### src/rtl/imem_responder.sv
// Instruction-fetch responder: on-chip instruction memory behind a valid/ready request port,
// a fixed-latency read pipeline, an in-order output queue and credit-based request throttling.
module imem_responder #(
  parameter int DEPTH     = 64,
  parameter int LATENCY   = 2,
  parameter int OUT_DEPTH = 3
) (
  input  logic        clk,
  input  logic        reset,
  input  logic        req_valid,
  output logic        req_ready,
  input  logic [31:0] req_addr,
  output logic        rsp_valid,
  input  logic        rsp_ready,
  output logic [31:0] rsp_data,
  output logic        rsp_err,
  input  logic        ld_en,
  input  logic [31:0] ld_addr,
  input  logic [31:0] ld_data
);

  localparam int AW = $clog2(DEPTH);
  localparam int PW = (OUT_DEPTH > 1) ? $clog2(OUT_DEPTH) : 1;
  localparam int CW = $clog2(OUT_DEPTH + 1);

  logic [31:0]        mem [DEPTH];
  logic [LATENCY-1:0] pipe_valid;
  logic [LATENCY-1:0] pipe_err;
  logic [31:0]        pipe_data [LATENCY];
  logic [31:0]        q_data [OUT_DEPTH];
  logic [OUT_DEPTH-1:0] q_err;
  logic [PW-1:0]      wr_ptr;
  logic [PW-1:0]      rd_ptr;
  logic [CW-1:0]      q_count;
  logic [CW-1:0]      outstanding;

  logic          accept;
  logic          push;
  logic          pop;
  logic          req_bad;
  logic          ld_in_range;
  logic [AW-1:0] req_idx;
  logic [AW-1:0] ld_idx;
  logic          unused_ld_bits;

  assign unused_ld_bits = ^ld_addr[1:0];

  assign req_idx     = req_addr[AW+1:2];
  assign ld_idx      = ld_addr[AW+1:2];
  assign req_bad     = (req_addr[1:0] != 2'b00) || (req_addr[31:AW+2] != '0);
  assign ld_in_range = (ld_addr[31:AW+2] == '0);

  // Credits cover both the read pipeline and the queue, so a push can never find the queue full.
  assign req_ready = (outstanding < CW'(OUT_DEPTH));
  assign accept    = req_valid && req_ready;
  assign push      = pipe_valid[LATENCY-1];
  assign rsp_valid = (q_count != '0);
  assign pop       = rsp_valid && rsp_ready;

  assign rsp_data = rsp_valid ? q_data[rd_ptr] : '0;
  assign rsp_err  = rsp_valid && q_err[rd_ptr];

  function automatic logic [PW-1:0] next_ptr(input logic [PW-1:0] p);
    return (p == PW'(OUT_DEPTH - 1)) ? '0 : p + 1'b1;
  endfunction

  // Datapath storage needs no reset; its validity is tracked by the reset-domain flags below.
  // The nonblocking memory write means a same-edge fetch of the same word sees the old value.
  always_ff @(posedge clk) begin
    if (ld_en && ld_in_range) begin
      mem[ld_idx] <= ld_data;
    end
    pipe_data[0] <= req_bad ? '0 : mem[req_idx];
    pipe_err[0]  <= req_bad;
    for (int i = 1; i < LATENCY; i++) begin
      pipe_data[i] <= pipe_data[i-1];
      pipe_err[i]  <= pipe_err[i-1];
    end
    if (push) begin
      q_data[wr_ptr] <= pipe_data[LATENCY-1];
      q_err[wr_ptr]  <= pipe_err[LATENCY-1];
    end
  end

  always_ff @(posedge clk or negedge reset) begin
    if (!reset) begin
      pipe_valid  <= '0;
      wr_ptr      <= '0;
      rd_ptr      <= '0;
      q_count     <= '0;
      outstanding <= '0;
    end else begin
      pipe_valid[0] <= accept;
      for (int i = 1; i < LATENCY; i++) begin
        pipe_valid[i] <= pipe_valid[i-1];
      end
      if (push) begin
        wr_ptr <= next_ptr(wr_ptr);
      end
      if (pop) begin
        rd_ptr <= next_ptr(rd_ptr);
      end
      if (push && !pop) begin
        q_count <= q_count + 1'b1;
      end else if (!push && pop) begin
        q_count <= q_count - 1'b1;
      end
      if (accept && !pop) begin
        outstanding <= outstanding + 1'b1;
      end else if (!accept && pop) begin
        outstanding <= outstanding - 1'b1;
      end
    end
  end

endmodule

### config.mk
export PLATFORM = sky130hd
export DESIGN_NAME = imem_responder
export DESIGN_NICKNAME = d
export VERILOG_FILES = /design/src/rtl/imem_responder.sv
export SDC_FILE = /design/constraint.sdc
export NUM_CORES = 2
export LEC_CHECK = 0
export BUFFER_PORTS_ARGS = -buffer_cell sky130_fd_sc_hd__buf_2
export CORE_ASPECT_RATIO = 1.5
export CORE_MARGIN = 5
export CORE_UTILIZATION = 50
export CTS_CLUSTER_SIZE = 25
export DETAILED_ROUTE_END_ITERATION = 10
export MAX_ROUTING_LAYER = met4
export PLACE_DENSITY = 0.66
export SYNTH_ARGS = -nofsm -noshare
export SYNTH_HDL_FRONTEND = slang
export SYNTH_SLANG_ARGS = --single-unit
export TNS_END_PERCENT = 1
### constraint.sdc
create_clock -name clk -period 3.7 [get_ports clk]
set_input_delay 0.37 -clock clk [delete_from_list [all_inputs] [get_ports clk]]
set_output_delay 0.37 -clock clk [all_outputs]
set_load 0.01 [all_outputs]
==> results by group <==
Run status
  – Outcome: completed

Global route
  – Largest net degree at the start of global routing: 79
  – Tot GR Track Use: about 25%
  – First-pass GRT wire length: slightly above 300,000 um
  – Initial antenna violation count: 8
  – Total grt overflow: 0
  – Vias in the first global route: around 42k

Synthesis
  – Ys async rst share: less than 1%
  – Syn Inst Count: between 3k and 4k
  – Sequential share of the synthesized area: approximately four fifths
  – Cell Area, Synth: 84,320 um2
  – Flops & latches, synth: ~2.2k
  – EDFF count, synth: roughly 2.1k
  – Ys flop type: edfxtp_1
  – Post-Syn Nets: a little under 4k
  – Synthesis Warnings: 0
  – Netlist cell types: 63
  – Synthesized area per cell: ~22 um2

Place
  – Cells after DPL: between 6k and 7k
  – RePlAce Congestion: approximately 0.8
  – Post-Place Worst Slack: approximately 0.27 ns
  – Post-DP HPWL: 126,600 um
  – IO buf count: between 100 and 150

Cells and area
  – Layout cell share with drive strength beyond 1: between 20% and 30%
  – Most common cell after layout, fill and taps aside: edfxtp_1
  – Layout area overhead: 13.87%
  – Most frequent cells in the layout: 2,147 x edfxtp_1, 532 x mux4_2, 197 x clkbuf_16
  – Fillcell total: around 12k
  – Non-Filler Instances: ~6.6k
  – Nets: 4,282
  – Final Util: around 57%

Drt
  – Final ANT Viol Nets: 0
  – Final WL: roughly 220,000 um
  – Initial DRT Pass Iterations: 5
  – Initial DRC count: 4,969
  – DR WL/cell: between 30 and 40 um
  – Via Count: 41.32k
  – Number of remaining DRC errors: 0
  – DR vias/cell: about 6.3

Clocking
  – CTS tree: yes
  – Reg clk slew, reported paths: 0.07 ns
  – Hold_buf cts: 4
  – # Post-CTS Setup Buffers: 0
  – Clk_lat worst skew: between 0.8 and 0.9 ns
  – Clock tree sinks: approximately 2.2k
  – Max clock buf depth: 3
  – Root Buffer: clkbuf_16
  – Num CTS Buffers: around 190
  – H-tree levels: 4
  – Resize count post-CTS: 0

Pwr
  – Power Density: 533.8 nW/um2
  – Total power: between 50 and 60 mW
  – Max IR drop VDD: 0.4093 mV
  – Static Leak: slightly above 30 nW

Hold path
  – Hold Crit Class: input port to register
  – Worst Hold Depth: 3

Critical path
  – Worst stage delay on the critical path: 0.89 ns
  – Startpoint types: register
  – WP depth: 6
  – Slowest CP cell: dfrtp_2
  – Cell mode on critical path: nor2_1
  – Worst path bufs/invs: 2
  – Setup Crit Path Kind: register to primary output
  – Crit path max fanout: 28
  – Crit. End Element: primary output
  – CP Cell Sequence: buf_4 > mux2i_1 > nor2_1 > a21oi_1 > nor2_1 > buf_2
  – Crit path required time: ~3.3 ns
  – CP delay by family, top: flip-flops
  – R2r worst-path depth: 4
  – Worst Path Arrival: around 2.7 ns

Die
  – I/O Pins: around 140
  – Core Region: ~170,000 um2
  – Chip width: between 300 and 400 um
  – Rows: between 150 and 200
  – Die footprint: roughly 180,000 um2
  – Die height: 513.0 um
  – Initial Utilization: around half

STA
  – Setup-failing EPs final: 0
  – Fmax: 321.4 MHz
  – Fin crit share: ~84%
  – Tmin final: 3.111 ns
  – Worst slew pin tran: 1.240 ns
  – Setup TNS: 0 ns
  – RSZ-0062 raised after global routing: no
  – Fin worst setup slack: slightly below 0.6 ns
  – Relative slew slack: ~17%
  – Final Max Slew Viols: 0
  – Fin Clk Skew: 0.03018 ns
  – Final Hold Fails: 0

Job
  – # Max-Cap Violations: 0
-- cell usage after synthesis (3+ instances only) --
master / instances / area, um2
a22oi_1: 4 / 30.03
inv_1: 8 / 30.03
clkbuf_1: 61 / 229.0
o2bb2ai_1: 5 / 43.79
mux2_2: 19 / 214.0
o21ai_0: 29 / 145.1
a221oi_1: 4 / 35.03
nor4_1: 12 / 75.07
a2111oi_0: 5 / 43.79
nor2b_1: 5 / 31.28
or3_1: 4 / 25.02
a32oi_1: 6 / 52.55
a311oi_1: 10 / 87.58
buf_4: 44 / 330.3
xor2_1: 4 / 35.03
mux4_2: 532 / 11980
nand3b_1: 3 / 22.52
dfxtp_1: 66 / 1321
nor2_1: 156 / 585.6
a211oi_1: 15 / 112.6
o22ai_1: 34 / 212.7
buf_1: 13 / 48.80
buf_6: 15 / 168.9
mux2i_1: 108 / 1081
a21oi_1: 85 / 425.4
and2_1: 6 / 37.54
a221o_1: 5 / 50.05
a22o_1: 7 / 61.31
a32o_1: 8 / 80.08
inv_2: 3 / 11.26
nand2b_1: 3 / 18.77
nor3_1: 8 / 40.04
edfxtp_1: 2147 / 64470
nand2_1: 191 / 716.9
dfrtp_1: 10 / 250.2
buf_2: 69 / 345.3
a21o_1: 3 / 22.52
nand3_1: 32 / 160.2
a31oi_1: 22 / 137.6
o221ai_1: 6 / 52.55
nand4_1: 8 / 50.05
and3_1: 12 / 75.07
o211ai_1: 13 / 97.59
-- registers in the layout, indices dropped and copies added, names as in the netlist --
register and flops:
rd_ptr 2, pipe_valid 2, pipe_err 2, q_count 2
mem 2048, q_data 96, pipe_data 64, q_err 3
wr_ptr 2, outstanding 2
-- metal layers --
layer	global-route usage (%)	part of all wire (%)	vias up	routed length, um
met1	30.56	35	22241	76320
met2	44.43	54	1947	117800
met4	7.665	3.5	0	7707
li1	-	-	16724	-
met5	-	0	-	0
met3	4.327	7.9	407	17250
-- cell families (layout without fill, tap and decap cells) --
logic type	Yosys count	after routing	share of synthesized area (%)
compound gates	274	274	2.150
xor+xnor	6	6	0.06232
fa+ha+maj	2	2	0.02967
buf+inv	218	724	1.454
flops	2223	2223	78.32
mux	659	659	15.74
other cells	0	4	0
simple gates	446	446	2.236
-- stage by stage --
stage,cell area (um2),hold slack (ns)
finish,96020,0.1420
global route,96010,0.1167
CTS,96010,0.06632
detailed placement,89850,0.2381
global placement,89850,0.2394
floorplan,84320,0.07441
-- path summary, 6_finish.rpt --
check | from | end | slack, ns
max | rd_ptr[0]$_DFFE_PN0P_ | rsp_data[26] | 0.59
min | req_addr[7] | pipe_data[0][14]$_SDFF_PP0_ | 0.14
max reg2reg | mem[55][11]$_DFFE_PP_ | pipe_data[0][11]$_SDFF_PP0_ | 1.40
min reg2reg | pipe_data[0][29]$_SDFF_PP0_ | pipe_data[0][61]$_DFF_P_ | 0.32
max in group asynchronous | reset | rd_ptr[0]$_DFFE_PN0P_ | 2.81
min in group asynchronous | reset | q_count[0]$_DFFE_PN0P_ | 0.55
-- tightest hold or removal path: stages --
cell	delay, ns
buf_2	0.24
o21ai_0	0.22
a21oi_1	0.06
-- power by group --
group          switching (mW)  total, mW  internal [mW]
registers               0.210       28.1           27.8
clock network            8.73       19.8           11.0
logic                    2.11       3.44           1.34
total                    11.1       51.3           40.2
-- layout make-up --
cell class                      instances  area (um2)  share of cell area, %
Antenna cell                            4       10.01                0.01042
Tap cell                             2232        2793                  2.909
Inverter                               13       55.05                0.05734
Timing Repair Buffer                  366        3431                  3.573
Multi-Input combinational cell       1387       17570                  18.29
Clock buffer                          244        5156                  5.370
Sequential cell                      2223       66050                  68.79
Clock inverter                        101       960.9                  1.001
No activity file was read; power rests on OpenSTA's default activity.
